[src/rtl/axi4_lite_initiator.sv]
// axi4_lite_initiator
//   Bridges the PicoRV32 native memory interface (mem_valid/mem_ready) to an
//   AXI4-Lite initiator port. One outstanding transaction at a time; AW and W
//   are handshaken independently so the responder may accept them in any order.
//   A sticky timeout flag reports any single handshake that waits too long.
// Ports:
//   clk, reset          : clock (posedge), synchronous active-high reset
//   mem_*               : native request/response (mem_wstrb==0 means read)
//   mem_axi_aw*/w*/b*   : AXI4-Lite write address, write data, write response
//   mem_axi_ar*/r*      : AXI4-Lite read address, read data
//   timeout             : sticky, set once a wait reaches TIMEOUT_CYCLES
module axi4_lite_initiator #(
  parameter int unsigned TIMEOUT_CYCLES = 1024,
  parameter int unsigned TIMEOUT_WIDTH  = 16
) (
  input  logic        clk,
  input  logic        reset,
  input  logic        mem_valid,
  input  logic        mem_instr,
  output logic        mem_ready,
  input  logic [31:0] mem_addr,
  input  logic [31:0] mem_wdata,
  input  logic [3:0]  mem_wstrb,
  output logic [31:0] mem_rdata,
  output logic        mem_axi_awvalid,
  input  logic        mem_axi_awready,
  output logic [31:0] mem_axi_awaddr,
  output logic [2:0]  mem_axi_awprot,
  output logic        mem_axi_wvalid,
  input  logic        mem_axi_wready,
  output logic [31:0] mem_axi_wdata,
  output logic [3:0]  mem_axi_wstrb,
  input  logic        mem_axi_bvalid,
  output logic        mem_axi_bready,
  output logic        mem_axi_arvalid,
  input  logic        mem_axi_arready,
  output logic [31:0] mem_axi_araddr,
  output logic [2:0]  mem_axi_arprot,
  input  logic        mem_axi_rvalid,
  output logic        mem_axi_rready,
  input  logic [31:0] mem_axi_rdata,
  output logic        timeout
);

  localparam logic [2:0] S_IDLE    = 3'd0;
  localparam logic [2:0] S_RD_ADDR = 3'd1;
  localparam logic [2:0] S_RD_DATA = 3'd2;
  localparam logic [2:0] S_WR_REQ  = 3'd3;
  localparam logic [2:0] S_WR_RESP = 3'd4;
  localparam logic [2:0] S_RESP    = 3'd5;

  localparam logic [TIMEOUT_WIDTH-1:0] TO_LIM = TIMEOUT_WIDTH'(TIMEOUT_CYCLES);

  logic [2:0]               state_q,   state_d;
  logic [31:0]              addr_q,    addr_d;
  logic [31:0]              wdata_q,   wdata_d;
  logic [3:0]               wstrb_q,   wstrb_d;
  logic                     instr_q,   instr_d;
  logic                     awvalid_q, awvalid_d;
  logic                     wvalid_q,  wvalid_d;
  logic                     bready_q,  bready_d;
  logic                     arvalid_q, arvalid_d;
  logic                     rready_q,  rready_d;
  logic                     ready_q,   ready_d;
  logic [31:0]              rdata_q,   rdata_d;
  logic                     aw_done_q, aw_done_d;
  logic                     w_done_q,  w_done_d;
  logic [TIMEOUT_WIDTH-1:0] cnt_q,     cnt_d;
  logic                     tout_q,    tout_d;

  logic aw_hs, w_hs, b_hs, ar_hs, r_hs, waiting;

  // Handshakes only use registered valid/ready, so each can only fire in the
  // state that owns that channel.
  assign aw_hs = awvalid_q & mem_axi_awready;
  assign w_hs  = wvalid_q  & mem_axi_wready;
  assign b_hs  = bready_q  & mem_axi_bvalid;
  assign ar_hs = arvalid_q & mem_axi_arready;
  assign r_hs  = rready_q  & mem_axi_rvalid;

  always_comb begin
    state_d   = state_q;
    addr_d    = addr_q;
    wdata_d   = wdata_q;
    wstrb_d   = wstrb_q;
    instr_d   = instr_q;
    awvalid_d = awvalid_q;
    wvalid_d  = wvalid_q;
    bready_d  = bready_q;
    arvalid_d = arvalid_q;
    rready_d  = rready_q;
    ready_d   = ready_q;
    rdata_d   = rdata_q;
    aw_done_d = aw_done_q;
    w_done_d  = w_done_q;
    waiting   = 1'b0;

    case (state_q)
      S_IDLE: begin
        if (mem_valid) begin
          addr_d  = mem_addr;
          wdata_d = mem_wdata;
          wstrb_d = mem_wstrb;
          instr_d = mem_instr;
          if (mem_wstrb == 4'b0000) begin
            arvalid_d = 1'b1;
            state_d   = S_RD_ADDR;
          end else begin
            awvalid_d = 1'b1;
            wvalid_d  = 1'b1;
            aw_done_d = 1'b0;
            w_done_d  = 1'b0;
            state_d   = S_WR_REQ;
          end
        end
      end
      S_RD_ADDR: begin
        waiting = 1'b1;
        if (ar_hs) begin
          arvalid_d = 1'b0;
          rready_d  = 1'b1;
          state_d   = S_RD_DATA;
        end
      end
      S_RD_DATA: begin
        waiting = 1'b1;
        if (r_hs) begin
          rdata_d  = mem_axi_rdata;
          rready_d = 1'b0;
          ready_d  = 1'b1;
          state_d  = S_RESP;
        end
      end
      S_WR_REQ: begin
        waiting = 1'b1;
        if (aw_hs) begin
          awvalid_d = 1'b0;
          aw_done_d = 1'b1;
        end
        if (w_hs) begin
          wvalid_d = 1'b0;
          w_done_d = 1'b1;
        end
        // Include this cycle's handshakes so AW+W together cost one edge.
        if ((aw_done_q | aw_hs) && (w_done_q | w_hs)) begin
          bready_d = 1'b1;
          state_d  = S_WR_RESP;
        end
      end
      S_WR_RESP: begin
        waiting = 1'b1;
        if (b_hs) begin
          bready_d = 1'b0;
          ready_d  = 1'b1;
          state_d  = S_RESP;
        end
      end
      S_RESP: begin
        ready_d = 1'b0;
        state_d = S_IDLE;
      end
      default: begin
        awvalid_d = 1'b0;
        wvalid_d  = 1'b0;
        bready_d  = 1'b0;
        arvalid_d = 1'b0;
        rready_d  = 1'b0;
        ready_d   = 1'b0;
        state_d   = S_IDLE;
      end
    endcase

    if (!waiting || aw_hs || w_hs || b_hs || ar_hs || r_hs)
      cnt_d = '0;
    else if (cnt_q != '1)
      cnt_d = cnt_q + 1'b1;
    else
      cnt_d = cnt_q;

    tout_d = tout_q | ((TIMEOUT_CYCLES != 0) && (cnt_d >= TO_LIM));
  end

  always_ff @(posedge clk) begin
    if (reset) begin
      state_q   <= S_IDLE;
      addr_q    <= '0;
      wdata_q   <= '0;
      wstrb_q   <= '0;
      instr_q   <= 1'b0;
      awvalid_q <= 1'b0;
      wvalid_q  <= 1'b0;
      bready_q  <= 1'b0;
      arvalid_q <= 1'b0;
      rready_q  <= 1'b0;
      ready_q   <= 1'b0;
      rdata_q   <= '0;
      aw_done_q <= 1'b0;
      w_done_q  <= 1'b0;
      cnt_q     <= '0;
      tout_q    <= 1'b0;
    end else begin
      state_q   <= state_d;
      addr_q    <= addr_d;
      wdata_q   <= wdata_d;
      wstrb_q   <= wstrb_d;
      instr_q   <= instr_d;
      awvalid_q <= awvalid_d;
      wvalid_q  <= wvalid_d;
      bready_q  <= bready_d;
      arvalid_q <= arvalid_d;
      rready_q  <= rready_d;
      ready_q   <= ready_d;
      rdata_q   <= rdata_d;
      aw_done_q <= aw_done_d;
      w_done_q  <= w_done_d;
      cnt_q     <= cnt_d;
      tout_q    <= tout_d;
    end
  end

  assign mem_ready       = ready_q;
  assign mem_rdata       = rdata_q;
  assign mem_axi_awvalid = awvalid_q;
  assign mem_axi_awaddr  = addr_q;
  assign mem_axi_awprot  = {instr_q, 2'b00};
  assign mem_axi_wvalid  = wvalid_q;
  assign mem_axi_wdata   = wdata_q;
  assign mem_axi_wstrb   = wstrb_q;
  assign mem_axi_bready  = bready_q;
  assign mem_axi_arvalid = arvalid_q;
  assign mem_axi_araddr  = addr_q;
  assign mem_axi_arprot  = {instr_q, 2'b00};
  assign mem_axi_rready  = rready_q;
  assign timeout         = tout_q;

endmodule

[config.mk]
export PLATFORM = sky130hd
export DESIGN_NAME = axi4_lite_initiator
export DESIGN_NICKNAME = d
export VERILOG_FILES = /design/src/rtl/axi4_lite_initiator.sv
export SDC_FILE = /design/constraint.sdc
export NUM_CORES = 1
export LEC_CHECK = 0
export ABC_CLOCK_PERIOD_IN_PS = 4000
export BUFFER_PORTS_ARGS = -buffer_cell sky130_fd_sc_hd__buf_2
export CAP_MARGIN = 20
export CORE_MARGIN = 1.5
export CORE_UTILIZATION = 49
export CTS_CLUSTER_DIAMETER = 30
export DETAILED_ROUTE_END_ITERATION = 16
export GPL_ROUTABILITY_DRIVEN = 0
export PLACE_DENSITY_LB_ADDON = 0.15
export SLEW_MARGIN = 20
export SYNTH_ARGS = -nofsm -noshare
export SYNTH_HDL_FRONTEND = slang
export SYNTH_SLANG_ARGS = --single-unit
[constraint.sdc]
create_clock -name clk -period 4 [get_ports clk]
set_input_delay 0.2 -clock clk [delete_from_list [all_inputs] [get_ports clk]]
set_output_delay 0.2 -clock clk [all_outputs]
set_load 0.02 [all_outputs]
== After elaboration in Yosys (flattened, before gate mapping) ==
Index checks and enable logic that the tools add are counted.

* $add $sub $neg: 1
* $lt $le $gt $ge: 1
* Equal/unequal tests: 15
* Muxes and demuxes: 35
* Bitwise gates (word level): 13
* Reductions and logical operators: 27

{| class="wikitable"
|+ Operators by type and width
! kind !! number
|-
| 2-to-1 mux 16 bit || 2
|-
| AND reduction 4 bit || 5
|-
| OR reduction 4 bit || 5
|-
| 2-to-1 mux 1 bit || 18
|-
| != test 2 bit (second input constant) || 9
|-
| case mux 1 bit (3 select lines) || 6
|-
| adder 16 x 1 -> 16 bit (second input constant) || 1
|-
| greater-or-equal comparator 16 x 11 -> 1 bit (second input constant) || 1
|-
| != test 16 bit (second input constant) || 1
|-
| 2-to-1 mux 3 bit || 5
|-
| case mux 3 bit (5 select lines) || 1
|-
| AND reduction 3 bit || 3
|-
| equality test 3 x 2 -> 1 bit (second input constant) || 2
|-
| equality test 3 bit (second input constant) || 2
|-
| bitwise AND 1 bit || 5
|-
| logical OR 1 bit || 5
|-
| inverter 1 bit || 5
|-
| AND reduction 5 bit || 1
|-
| zero test 4 bit || 1
|-
| case mux 1 bit (2 select lines) || 2
|-
| AND reduction 2 bit || 2
|-
| equality test 3 x 1 -> 1 bit (second input constant) || 1
|-
| zero test 3 bit || 1
|-
| OR 1 bit || 3
|-
| other kinds (5) || 5
|}

* Bits in registers: 129
* Input bits: 109
* Logic and storage cells: 108

== Longest topological paths before layout ==
* Depth in word-level cells: 12
* Mapped depth: 8
* Depth with buffers taken out: 6

== Worst setup path before layout ==
OpenSTA, ideal clock, no wires.

* Path type: register to register
* From: reg cnt_q[0]
* To: reg tout_q (netlist: timeout)
* Data arrival time: 2.002 ns
* Data required time: 3.875 ns
* Setup slack: 1.873 ns
* Cell stages (with the launch flop): 7
* Buffers on the path: 0
* Path through: dfxtp_1 ha_1 nand4_2 or4_4 a311oi_1 a31oi_1 o41a_1

* Word-level cells in the longest chain between the ends: 5

{| class="wikitable"
|+ RTL lines
! element !! line !! source
|-
| from (decl) || 68 || <nowiki>logic [TIMEOUT_WIDTH-1:0] cnt_q, cnt_d;</nowiki>
|-
| from (signal assigned) || 216 || <nowiki>cnt_q <= cnt_d;</nowiki>
|-
| adder 16 x 1 -> 16 bit / != test 16 bit (equally long branches) || 176, 175 ||
|-
| 2-to-1 mux 16 bit (*) || 175 || <nowiki>else if (cnt_q != '1)</nowiki>
|-
| 2-to-1 mux 16 bit (*) || 173 || <nowiki>if (!waiting || aw_hs || w_hs || b_hs || ar_hs || r_hs)</nowiki>
|-
| greater-or-equal comparator 16 x 11 -> 1 bit (*) || 180 || <nowiki>tout_d = tout_q | ((TIMEOUT_CYCLES != 0) && (cnt_d >= TO_LIM));</nowiki>
|-
| OR 1 bit (*) || 180 ||
|-
| to (signal assigned) || 217 || <nowiki>tout_q <= tout_d;</nowiki>
|-
| to (decl) || 69 || <nowiki>logic tout_q, tout_d;</nowiki>
|}

Mark *: on every way between the ends. The rest lies on a longest branch, timed or not.
A chain may end at the register's enable or synchronous reset.

== Worst setup path in the final report ==
Same ends and word-level chain as after synthesis.

==> metrics.cfg <==
[pwr]
p_leak_uw = 0.00355
clockPowerShare_pct = 37.0
swShare_pct = 33.2
seq_power_share_pct = 35.6
p_comb_share_pct = 27.4
ir_worst_vdd_mv = 0.377
cellPowerDensity_nw_per_um2 = 573
p_int_uw = 3010
power.switching_uw = 1490

[floorplanning]
dieArea_um2 = 11100
die_h_um = 106
num_io_pins = 254
coreArea_um2 = 10300
initial_core_util_pct = 50.1
die_width_um = 106
placementRows = 37

[cts]
h-tree-depth = 4
numCtsBuffers = 17
cts.sinks = 129
clock_path_buffers = 2
cts_tree = yes
clkLatencyLatePin_ns = 0.51
clockRootBuffer = clkbuf_8
cts_resized = 0
path_clk_slew_ns = 0.06

[worst_setup_path]
crit_type = reg -> reg
slowest_delay_ns = 0.65
cp-end-kind = register
crit_buf_inv = 0
critical_path_arrival_ns = 2.77
required_ns = 4.40
worstPathCellList = ha_1 -> nand4_2 -> or4_4 -> a311oi_1 -> a31oi_1 -> o41a_1
critPathTopFamily = simple AND/OR/NAND/NOR gates
cp-start-kind = register
slowest_stage = or4_4
worstPathMaxFanout = 13

[detailed_routing]
drc = 0
dr_wl_met2_um = 8290
wl_um = 16400
first_iter_violations = 362
m1WireLength_um = 5980
num_vias = 5642
wl_met3_um = 1340
wl_per_cell_um = 14.9
top_layer_used = met4
drt_first_pass_iters = 7
ant_nets = 0
vias_per_cell = 5.12

[global_routing]
grt_remaining_overflow = 0
grt_pass1_wl_um = 25900
antenna_found_initial = 1
grt_use_total_pct = 29.4
grt_pass1_vias = 5545
grt_max_degree = 72

[synthesis]
synth_ff_type = dfxtp_1
synth_edf_count = 0
synth_cell_types = 39
async_reset_ff_share_pct = 0
synth_warnings = 0
syn_area_um2 = 5150
ys_seq_area_share_pct = 50.1
ys_seq_elements = 129
synth_area_per_cell_um2 = 7.83
syn_inst = 658

[cells_and_area]
layout_commonest_cell = buf_2
mostFrequentLayoutCells = 248 x buf_2, 217 x nand2_1, 129 x dfxtp_1
nFillCells = 737
final_util_pct = 76.5
drive_above_1_share_pct = 30.3
nets = 1064
multi_input_area_um2 = 2140
syn_to_final_growth_pct = 52.6
diodes = 0
seqCellArea_um2 = 2580

[sta]
fin_setup_tns_ns = 0
finalClockSkew_ns = 0.00765
max_slew_margin_pct = 51.6
rsz0062_at_grt = no
worst_pin_slew_ns = 0.726
hold_viol = 0
finalCriticalPeriod_ns = 2.37
drv_slew = 0
fmax_mhz = 422
setup_viol = 0
setup_slack_ns = 1.63
period_share_pct = 59.3

[status]
status = complete, no violations

[hold_path]
hp-class = in -> reg

[placement]
port_buffers = 249
place_ws_ns = 1.55
dp_hpwl_um = 9550

[run]
drv_cap = 0

## power by group through the flow
stage                     registers (uW)  logic, uW  clock network [uW]
after global routing                1620       1340                1740
after floorplan                     1770        677                   0
after global placement              1610       1100                   0
after detailed placement            1620       1110                   0
final                               1600       1230                1670
after CTS                           1600       1190                1690
## tightest hold or removal path, stage by stage
cell and delay [ns]:
buf_2 0.10, and3_1 0.15, o21ai_0 0.06, o21ai_0 0.07, nor2_1 0.04
## flip-flops by register name, indices dropped and copies added, names as in the netlist, 3 cells and up
register,count
mem_axi_wdata,32
mem_axi_wstrb,4
state_q,3
mem_rdata,32
cnt_q,16
mem_axi_araddr,32
## Yosys cell counts, drive strengths merged (4+ instances only)
master | number | area (um^2)
o21ai | 8 | 40.0
nand2b | 4 | 25.0
nand3 | 7 | 35.0
and3 | 5 | 31.3
nor2 | 26 | 97.6
xor2 | 4 | 35.0
a21oi | 113 | 566
buf | 39 | 289
nor4 | 5 | 31.3
xnor2 | 9 | 78.8
nand2 | 217 | 815
dfxtp | 129 | 2580
and2 | 4 | 25.0
inv | 4 | 15.0
nand4 | 9 | 62.6
clkbuf | 41 | 154
nor3 | 4 | 20.0
## per-layer routing
layer / track usage [%] / vias to the layer above
met5: 0 / -
met4: 18.2 / 0
met3: 11.1 / 68
met2: 51.4 / 250
met1: 29.5 / 2599
li1: - / 2725
## per-stage QoR
step | instances | hold WS [ns] | total power [uW] | instance area [um^2]
after floorplan | 661 | 0.336 | 2450 | 5160
after global placement | 969 | 0.440 | 2710 | 6170
after detailed placement | 969 | 0.444 | 2730 | 6170
after CTS | 1102 | 0.122 | 4480 | 7830
after global routing | 1103 | 0.199 | 4710 | 7860
final | 1103 | 0.154 | 4500 | 7860
## final cells by class
| class | instances | area share (%) |
|---|---|---|
| timing repair buffer | 354 | 29.3 |
| tap | 136 | 2.17 |
| sequential | 129 | 32.9 |
| clock inverter | 13 | 2.66 |
| inverter | 4 | 0.191 |
| multi-input combinational | 448 | 27.2 |
| clock buffer | 19 | 5.62 |
## path summary, 6_finish.rpt
check,from,endpoint,slack [ns],cells past startpoint
min reg2reg,mem_axi_wdata[30]$_SDFFE_PP0P_,mem_axi_wdata[30]$_SDFFE_PP0P_,0.45,2
min,mem_axi_awready,mem_axi_awvalid$_SDFFE_PP0P_,0.15,5
max reg2reg,cnt_q[0]$_SDFF_PP0_,timeout$_SDFF_PP0_,1.63,6
max,cnt_q[0]$_SDFF_PP0_,timeout$_SDFF_PP0_,1.63,6
## kinds of logic (layout without fill, tap and decap cells)
kind of cell / Yosys count / after routing / synth area share [%]
buffers and inverters: 84 / 390 / 8.89
xor gates and xnor gates: 13 / 13 / 2.21
muxes: 2 / 2 / 0.389
AOI/OAI and AO/OA: 137 / 137 / 14.4
other: 1 / 4 / 0.0728
adders and majority gates: 1 / 1 / 0.243
and+or+nand+nor: 291 / 291 / 23.6
DFF: 129 / 129 / 50.1
## repair_timing
item	CTS	global route
hold buffers	101	0
endpoints found under the hold margin	101	0
buffers inserted	0	0
(Power assumes the default switching activity.)
